File: src/rtl/elevador_motor_ctrl.sv
// 4-floor elevator scan scheduler producing the 2-bit motor-state code
// (00 parado, 01 subindo, 10 descendo, 11 erro) for the 7-segment display encoder.
module elevador_motor_ctrl #(
  parameter int unsigned TRAVEL_CYCLES = 50_000_000,
  parameter int unsigned DOOR_CYCLES   = 100_000_000
) (
  input  logic       CLOCK_50,
  input  logic       KEY,
  input  logic [9:0] SW,
  output logic [1:0] MOTOR,
  output logic [1:0] FLOOR,
  output logic [3:0] LEDR,
  output logic       DOOR
);

  localparam int unsigned TW = (TRAVEL_CYCLES > 2) ? $clog2(TRAVEL_CYCLES) : 1;
  localparam int unsigned DW = (DOOR_CYCLES > 1) ? $clog2(DOOR_CYCLES) : 1;
  localparam logic [TW-1:0] TLast = TW'(TRAVEL_CYCLES - 1);
  localparam logic [DW-1:0] DLast = DW'(DOOR_CYCLES - 1);

  typedef enum logic [2:0] {StIdle, StUp, StDown, StDoor, StError} state_e;

  state_e          r_state, w_state_nxt;
  logic [1:0]      r_floor, w_floor_nxt;
  logic [3:0]      r_req, w_req_nxt;
  logic [TW-1:0]   r_tcnt, w_tcnt_nxt;
  logic [DW-1:0]   r_dcnt, w_dcnt_nxt;
  logic            r_last_up, w_last_up_nxt;
  logic [3:0]      w_set;
  logic [1:0]      w_nf;
  logic            w_more;
  logic            w_unused;

  assign w_unused = ^SW[8:4];

  function automatic logic f_any_above(input logic [3:0] req, input logic [1:0] fl);
    logic a;
    a = 1'b0;
    for (int i = 0; i < 4; i++) begin
      if (i > int'(fl)) a = a | req[i];
    end
    return a;
  endfunction

  function automatic logic f_any_below(input logic [3:0] req, input logic [1:0] fl);
    logic b;
    b = 1'b0;
    for (int i = 0; i < 4; i++) begin
      if (i < int'(fl)) b = b | req[i];
    end
    return b;
  endfunction

  always_comb begin
    w_set         = SW[3:0];
    w_state_nxt   = r_state;
    w_floor_nxt   = r_floor;
    w_tcnt_nxt    = r_tcnt;
    w_dcnt_nxt    = r_dcnt;
    w_last_up_nxt = r_last_up;
    w_nf          = r_floor;
    w_more        = 1'b0;
    // The floor being served ignores its own button while the door is open.
    if (r_state == StDoor) w_set[r_floor] = 1'b0;
    w_req_nxt = r_req | w_set;

    if (r_state == StError) begin
      w_req_nxt = r_req;
    end else if (SW[9]) begin
      // Emergency beats every other transition and freezes floor, travel and requests.
      w_state_nxt = StError;
      w_req_nxt   = r_req;
    end else begin
      unique case (r_state)
        StIdle: begin
          if (r_req[r_floor]) begin
            w_state_nxt        = StDoor;
            w_req_nxt[r_floor] = 1'b0;
          end else if (r_last_up && f_any_above(r_req, r_floor)) begin
            w_state_nxt = StUp;
          end else if (f_any_below(r_req, r_floor)) begin
            w_state_nxt = StDown;
          end else if (f_any_above(r_req, r_floor)) begin
            w_state_nxt = StUp;
          end
        end
        StUp, StDown: begin
          w_nf   = (r_state == StUp) ? r_floor + 2'd1 : r_floor - 2'd1;
          w_more = (r_state == StUp) ? f_any_above(r_req, w_nf) : f_any_below(r_req, w_nf);
          if (r_tcnt == TLast) begin
            w_tcnt_nxt    = '0;
            w_floor_nxt   = w_nf;
            w_last_up_nxt = (r_state == StUp);
            if (r_req[w_nf]) begin
              w_state_nxt     = StDoor;
              w_req_nxt[w_nf] = 1'b0;
            end else if (!w_more) begin
              w_state_nxt = StIdle;
            end
          end else begin
            w_tcnt_nxt = r_tcnt + 1'b1;
          end
        end
        StDoor: begin
          if (r_dcnt == DLast) begin
            w_dcnt_nxt  = '0;
            w_state_nxt = StIdle;
          end else begin
            w_dcnt_nxt = r_dcnt + 1'b1;
          end
        end
        default: ;
      endcase
    end
  end

  always_ff @(posedge CLOCK_50) begin
    if (!KEY) begin
      r_state   <= StIdle;
      r_floor   <= '0;
      r_req     <= '0;
      r_tcnt    <= '0;
      r_dcnt    <= '0;
      r_last_up <= 1'b1;
    end else begin
      r_state   <= w_state_nxt;
      r_floor   <= w_floor_nxt;
      r_req     <= w_req_nxt;
      r_tcnt    <= w_tcnt_nxt;
      r_dcnt    <= w_dcnt_nxt;
      r_last_up <= w_last_up_nxt;
    end
  end

  always_comb begin
    MOTOR = 2'b00;
    DOOR  = 1'b0;
    unique case (r_state)
      StUp:    MOTOR = 2'b01;
      StDown:  MOTOR = 2'b10;
      StDoor:  DOOR  = 1'b1;
      StError: MOTOR = 2'b11;
      default: ;
    endcase
  end

  assign FLOOR = r_floor;
  assign LEDR  = r_req;

endmodule

File: config.mk
export PLATFORM = sky130hd
export DESIGN_NAME = elevador_motor_ctrl
export DESIGN_NICKNAME = d
export VERILOG_FILES = /design/src/rtl/elevador_motor_ctrl.sv
export SDC_FILE = /design/constraint.sdc
export NUM_CORES = 1
export LEC_CHECK = 0
export CORE_UTILIZATION = 59
export CTS_CLUSTER_DIAMETER = 200
export CTS_CLUSTER_SIZE = 10
export DETAILED_ROUTE_END_ITERATION = 16
export PLACE_DENSITY = 0.85
export SLEW_MARGIN = 0
export SYNTH_ARGS = -nofsm -noshare
export SYNTH_HDL_FRONTEND = slang
export SYNTH_SLANG_ARGS = --single-unit
File: constraint.sdc
create_clock -name CLOCK_50 -period 2.9 [get_ports CLOCK_50]
set_clock_uncertainty 0.1 [all_clocks]
set_input_delay 0.435 -clock CLOCK_50 [delete_from_list [all_inputs] [get_ports CLOCK_50]]
set_output_delay 0.435 -clock CLOCK_50 [all_outputs]
set_load 0.005 [all_outputs]
==> summary.md <==
| Metric | Value |
|---|---|
| Outcome | complete, no violations |
| Final min period | 2445 ps |
| Synth Register Bits | 63 |
| Top cell type's share of synthesized area | 36.80% |
| Diode count | 0 |
| Filler cell count | around 460 |
| Worst skew pair latency | 340 ps |
| Standard-cell row count | 27 |
| Number of instances in the synthesized netlist | 405 |
| Source of the worst hold timing path | r_dcnt[6]$_SDFFE_PN0P_ |
| Antenna violation net count after detailed routing | 0 |
| Worst Setup Slack, final | about 450 ps |
| Reg-to-Reg Start | FLOOR[0]$_SDFFE_PN0P_ |
| Most frequent cells after synthesis | sky130_fd_sc_hd__nor2_1, sky130_fd_sc_hd__dfxtp_1, sky130_fd_sc_hd__nand2_1 |
| Count of cell types in the netlist | between 50 and 60 |
| Dpl cells | between 400 and 500 |
| RR Endpoint | r_state[1]$_SDFFE_PN0P_ |
| Fraction of final layout cells with drive strength greater than 1 | ~9.7% |
| Layout net count | roughly 450 |
| Area enclosed by the die boundary | roughly 0.0061 sq mm |
| Warnings from Yosys | 0 |
| Initial antenna violation count | 0 |
| Top area cells in the synthesized netlist | sky130_fd_sc_hd__dfxtp_1, sky130_fd_sc_hd__nor2_1, sky130_fd_sc_hd__xor2_1 |
| Critical path data required time | around 2400 ps |
| First-pass GRT wire length | roughly 12000 microns |
| Reg2Reg Setup Slack | around 560 ps |
| Destination of the worst hold path | r_dcnt[6]$_SDFFE_PN0P_ |
| Number of non-filler instances in the completed layout | 505 |
| Gpl congestion | ~0.86 |
| CTS tree | built |
| Via count of the first global-routing pass | between 2k and 3k |
| Clock transition at path regs | about 80 ps |
| Max clock buf depth | 2 |
| Ratio of routed vias to standard cells | about 5.7 |
| Sequential element share of the synthesized area | between 30% and 40% |
| Pin count of the biggest net entering global routing | 25 |
| Number of enable flip-flop cells after synthesis | 0 |
| Level count of the clock H-tree | 3 |
| Post-synth top area cell | sky130_fd_sc_hd__dfxtp_1 |
| Count leader, synth | sky130_fd_sc_hd__nor2_1 |
| Avg Synthesized Cell Area | between 8 and 9 sq um |
| Total detailed-routing wirelength | between 7000 and 8000 microns |
| Mapped cell area | 0.003427 sq mm |
| Minimum setup slack after placement | approximately 250 ps |
| Proportion of register bits with asynchronous set or reset after synthesis | 0% |
| Hold_ws | between 400 and 500 ps |
| Unrepaired setup endpoints after global routing | false |
| Buffering stage count on the worst path with inverters included | 2 |
| I/O Pins | 21 |
| Final cycle utilization of the critical path | between 80% and 90% |
| Root buf cell | sky130_fd_sc_hd__clkbuf_8 |
| Power density relative to cell area | between 400 and 500 mW/mm^2 |
| Sum of net half-perimeters after detailed placement | about 5000 microns |
| Endpoint type of the worst setup path | primary output |
| Area growth from synthesis to final layout | 12.08% |
| Crit path kind | register to primary output |
| Length of the first detailed-routing pass in iterations | 4 |
| Count of hold-fix buffers inserted at cts | 0 |
| Instance count along the most critical hold path | 2 |
| Worst slew margin relative to its limit | around two thirds |
| Arrival time worst endpoint | around 1900 ps |
| CP startpoint kind | register |
| Final Cell Area | approximately 0.0038 sq mm |
| Cell-by-cell trace of the critical path | nand2_1, nor2_1, buf_4, clkdlybuf4s50_1 |
| Main flop type after synthesis | sky130_fd_sc_hd__dfxtp_1 |
| Endpoints failing hold | 0 |
| Number of gates resized after CTS | 0 |
| Slowest stage delay, CP | 590 ps |
| Via count of the routed design | between 2k and 3k |
| Clock sink count | 63 |
| Global router's overall resource usage | between 20% and 30% |
| Depth of the worst register-to-register path | 8 |
| Number of port buffers | 15 |
| Postcts setup bufs | 0 |
| Worst Tran Pin Value | 485.8 ps |
| Top achievable clock speed | around 410 MHz |
| Total of endpoints with negative setup slack in the final report | 0 |
| Clock buffers created by TritonCTS | 9 |
| Placed Area | 0.003677 sq mm |
| Max-slew violation count | 0 |
| Detailed Route Iter0 Violations | between 90 and 100 |
| DRC | 0 |
| Biggest fanout along the worst timing path | 10 |
| Setup tns final | 0 ps |
| Core box area | 0.005540 sq mm |
| Routed wire per std cell | 13.91 microns |
| Final core occ | between 60% and 70% |
| Critical-path top delay cell | sky130_fd_sc_hd__dfxtp_1 |
| Maxcap violations | 0 |
| Y dimension of the die | approximately 78 microns |
| X dimension of the die | roughly 80 microns |
| Total power | around 1.7 mW |
| Global route overflow | 0 |
| Min-delay worst type | register to register |
| Syn_nets | 425 |
| Worst supply voltage drop on vdd | around 0.00031 V |
| Critical path's top delay family | buffers and inverters |
| Effective utilization at floorplan | around three fifths |
| Static leakage | about 1.4 nW |
where the power goes:
| group | internal [mW] | switching [mW] | leakage, nW |
|---|---|---|---|
| registers | 0.875 | 0.0265 | 0.509 |
| logic | 0.0828 | 0.0907 | 0.796 |
| clock network | 0.324 | 0.340 | 0.0850 |
| total | 1.28 | 0.457 | 1.39 |
layer usage:
layer / vias to the layer above / wire, microns / global-route usage (%)
met4: 0 / 105 / 10.37
met5: - / 0 / 0
met1: 1361 / 3192 / 31.69
met3: 12 / 345 / 4.767
li1: 1433 / - / -
met2: 67 / 3381 / 42.63
state kept, by name (all words and copies together), names as in the netlist:
register and cells:
r_dcnt 27, r_tcnt 26, FLOOR 2, LEDR 4, r_state 3, r_last_up 1
final cells by class:
type,instances,area (sq um),share of cell area (%)
clock inverter,4,22.52,0.5863
inverter,11,41.29,1.075
clock buffer,11,141.4,3.681
timing repair buffer,27,240.2,6.254
multi-input combinational,317,2044,53.22
sequential,63,1261,32.83
tap,72,90.09,2.345
kinds of logic (layout without fill, tap and decap cells):
kind of cell	after synthesis	count (layout)	synth area share, %
AOI/OAI and AO/OA	39	39	8.214
xor gates and xnor gates	57	57	14.57
adders and majority gates	8	8	2.921
buffers and inverters	25	53	3.542
DFF	63	63	36.80
muxes	7	7	2.556
and+or+nand+nor	206	206	31.40
cells in the final DEF, fill, tap and decap left out, types with 2 or more instances in the layout:
cell type                         Yosys  final
sky130_fd_sc_hd__nor2_1              76     76
sky130_fd_sc_hd__dfxtp_1             63     63
sky130_fd_sc_hd__nand2_1             47     47
sky130_fd_sc_hd__xor2_1              31     31
sky130_fd_sc_hd__xnor2_1             26     26
sky130_fd_sc_hd__nand3_1             17     17
sky130_fd_sc_hd__clkdlybuf4s50_1      0     15
sky130_fd_sc_hd__nand4_1             12     12
sky130_fd_sc_hd__buf_4                4     12
sky130_fd_sc_hd__inv_1               11     11
sky130_fd_sc_hd__clkbuf_8             0     10
sky130_fd_sc_hd__and3_1               9      9
sky130_fd_sc_hd__o21ai_0              9      9
sky130_fd_sc_hd__ha_1                 8      8
sky130_fd_sc_hd__and4_1               7      7
sky130_fd_sc_hd__a21oi_1              7      7
sky130_fd_sc_hd__and2_1               6      6
sky130_fd_sc_hd__nand2b_1             5      5
sky130_fd_sc_hd__mux2i_1              5      5
sky130_fd_sc_hd__nor2b_1              4      4
sky130_fd_sc_hd__a31oi_1              4      4
sky130_fd_sc_hd__nor3_1               3      3
sky130_fd_sc_hd__nor4_1               3      3
sky130_fd_sc_hd__a22oi_1              3      3
sky130_fd_sc_hd__o221ai_1             3      3
sky130_fd_sc_hd__a211oi_1             3      3
sky130_fd_sc_hd__clkinv_2             0      3
sky130_fd_sc_hd__nand4_2              2      2
sky130_fd_sc_hd__nor4_4               2      2
sky130_fd_sc_hd__o211ai_1             2      2
sky130_fd_sc_hd__nor4_2               2      2
sky130_fd_sc_hd__a31o_2               2      2
worst max path at each step:
stage                                 start                 endpoint  slack [ps]  depth (start not counted)
floorplan             FLOOR[0]$_SDFFE_PN0P_  r_state[0]$_SDFFE_PN0P_         320                          9
finish              r_state[1]$_SDFFE_PN0P_                     DOOR         450                          4
global placement                      SW[9]  r_dcnt[23]$_SDFFE_PN0P_         290                          7
global route        r_state[1]$_SDFFE_PN0P_                     DOOR         370                          4
CTS                 r_state[1]$_SDFFE_PN0P_                     DOOR         460                          4
detailed placement                    SW[9]  r_dcnt[23]$_SDFFE_PN0P_         250                          7
worst reg2reg max path, cell delays in order, from the launching register on:
cell                       delay (ps)
sky130_fd_sc_hd__dfxtp_1          330
sky130_fd_sc_hd__inv_1            100
sky130_fd_sc_hd__ha_1             370
sky130_fd_sc_hd__inv_1             90
sky130_fd_sc_hd__xnor2_1          310
sky130_fd_sc_hd__mux2_4           370
sky130_fd_sc_hd__a311oi_2         220
sky130_fd_sc_hd__o211ai_1         180
sky130_fd_sc_hd__mux2i_1          160
(Power assumes the default switching activity.)
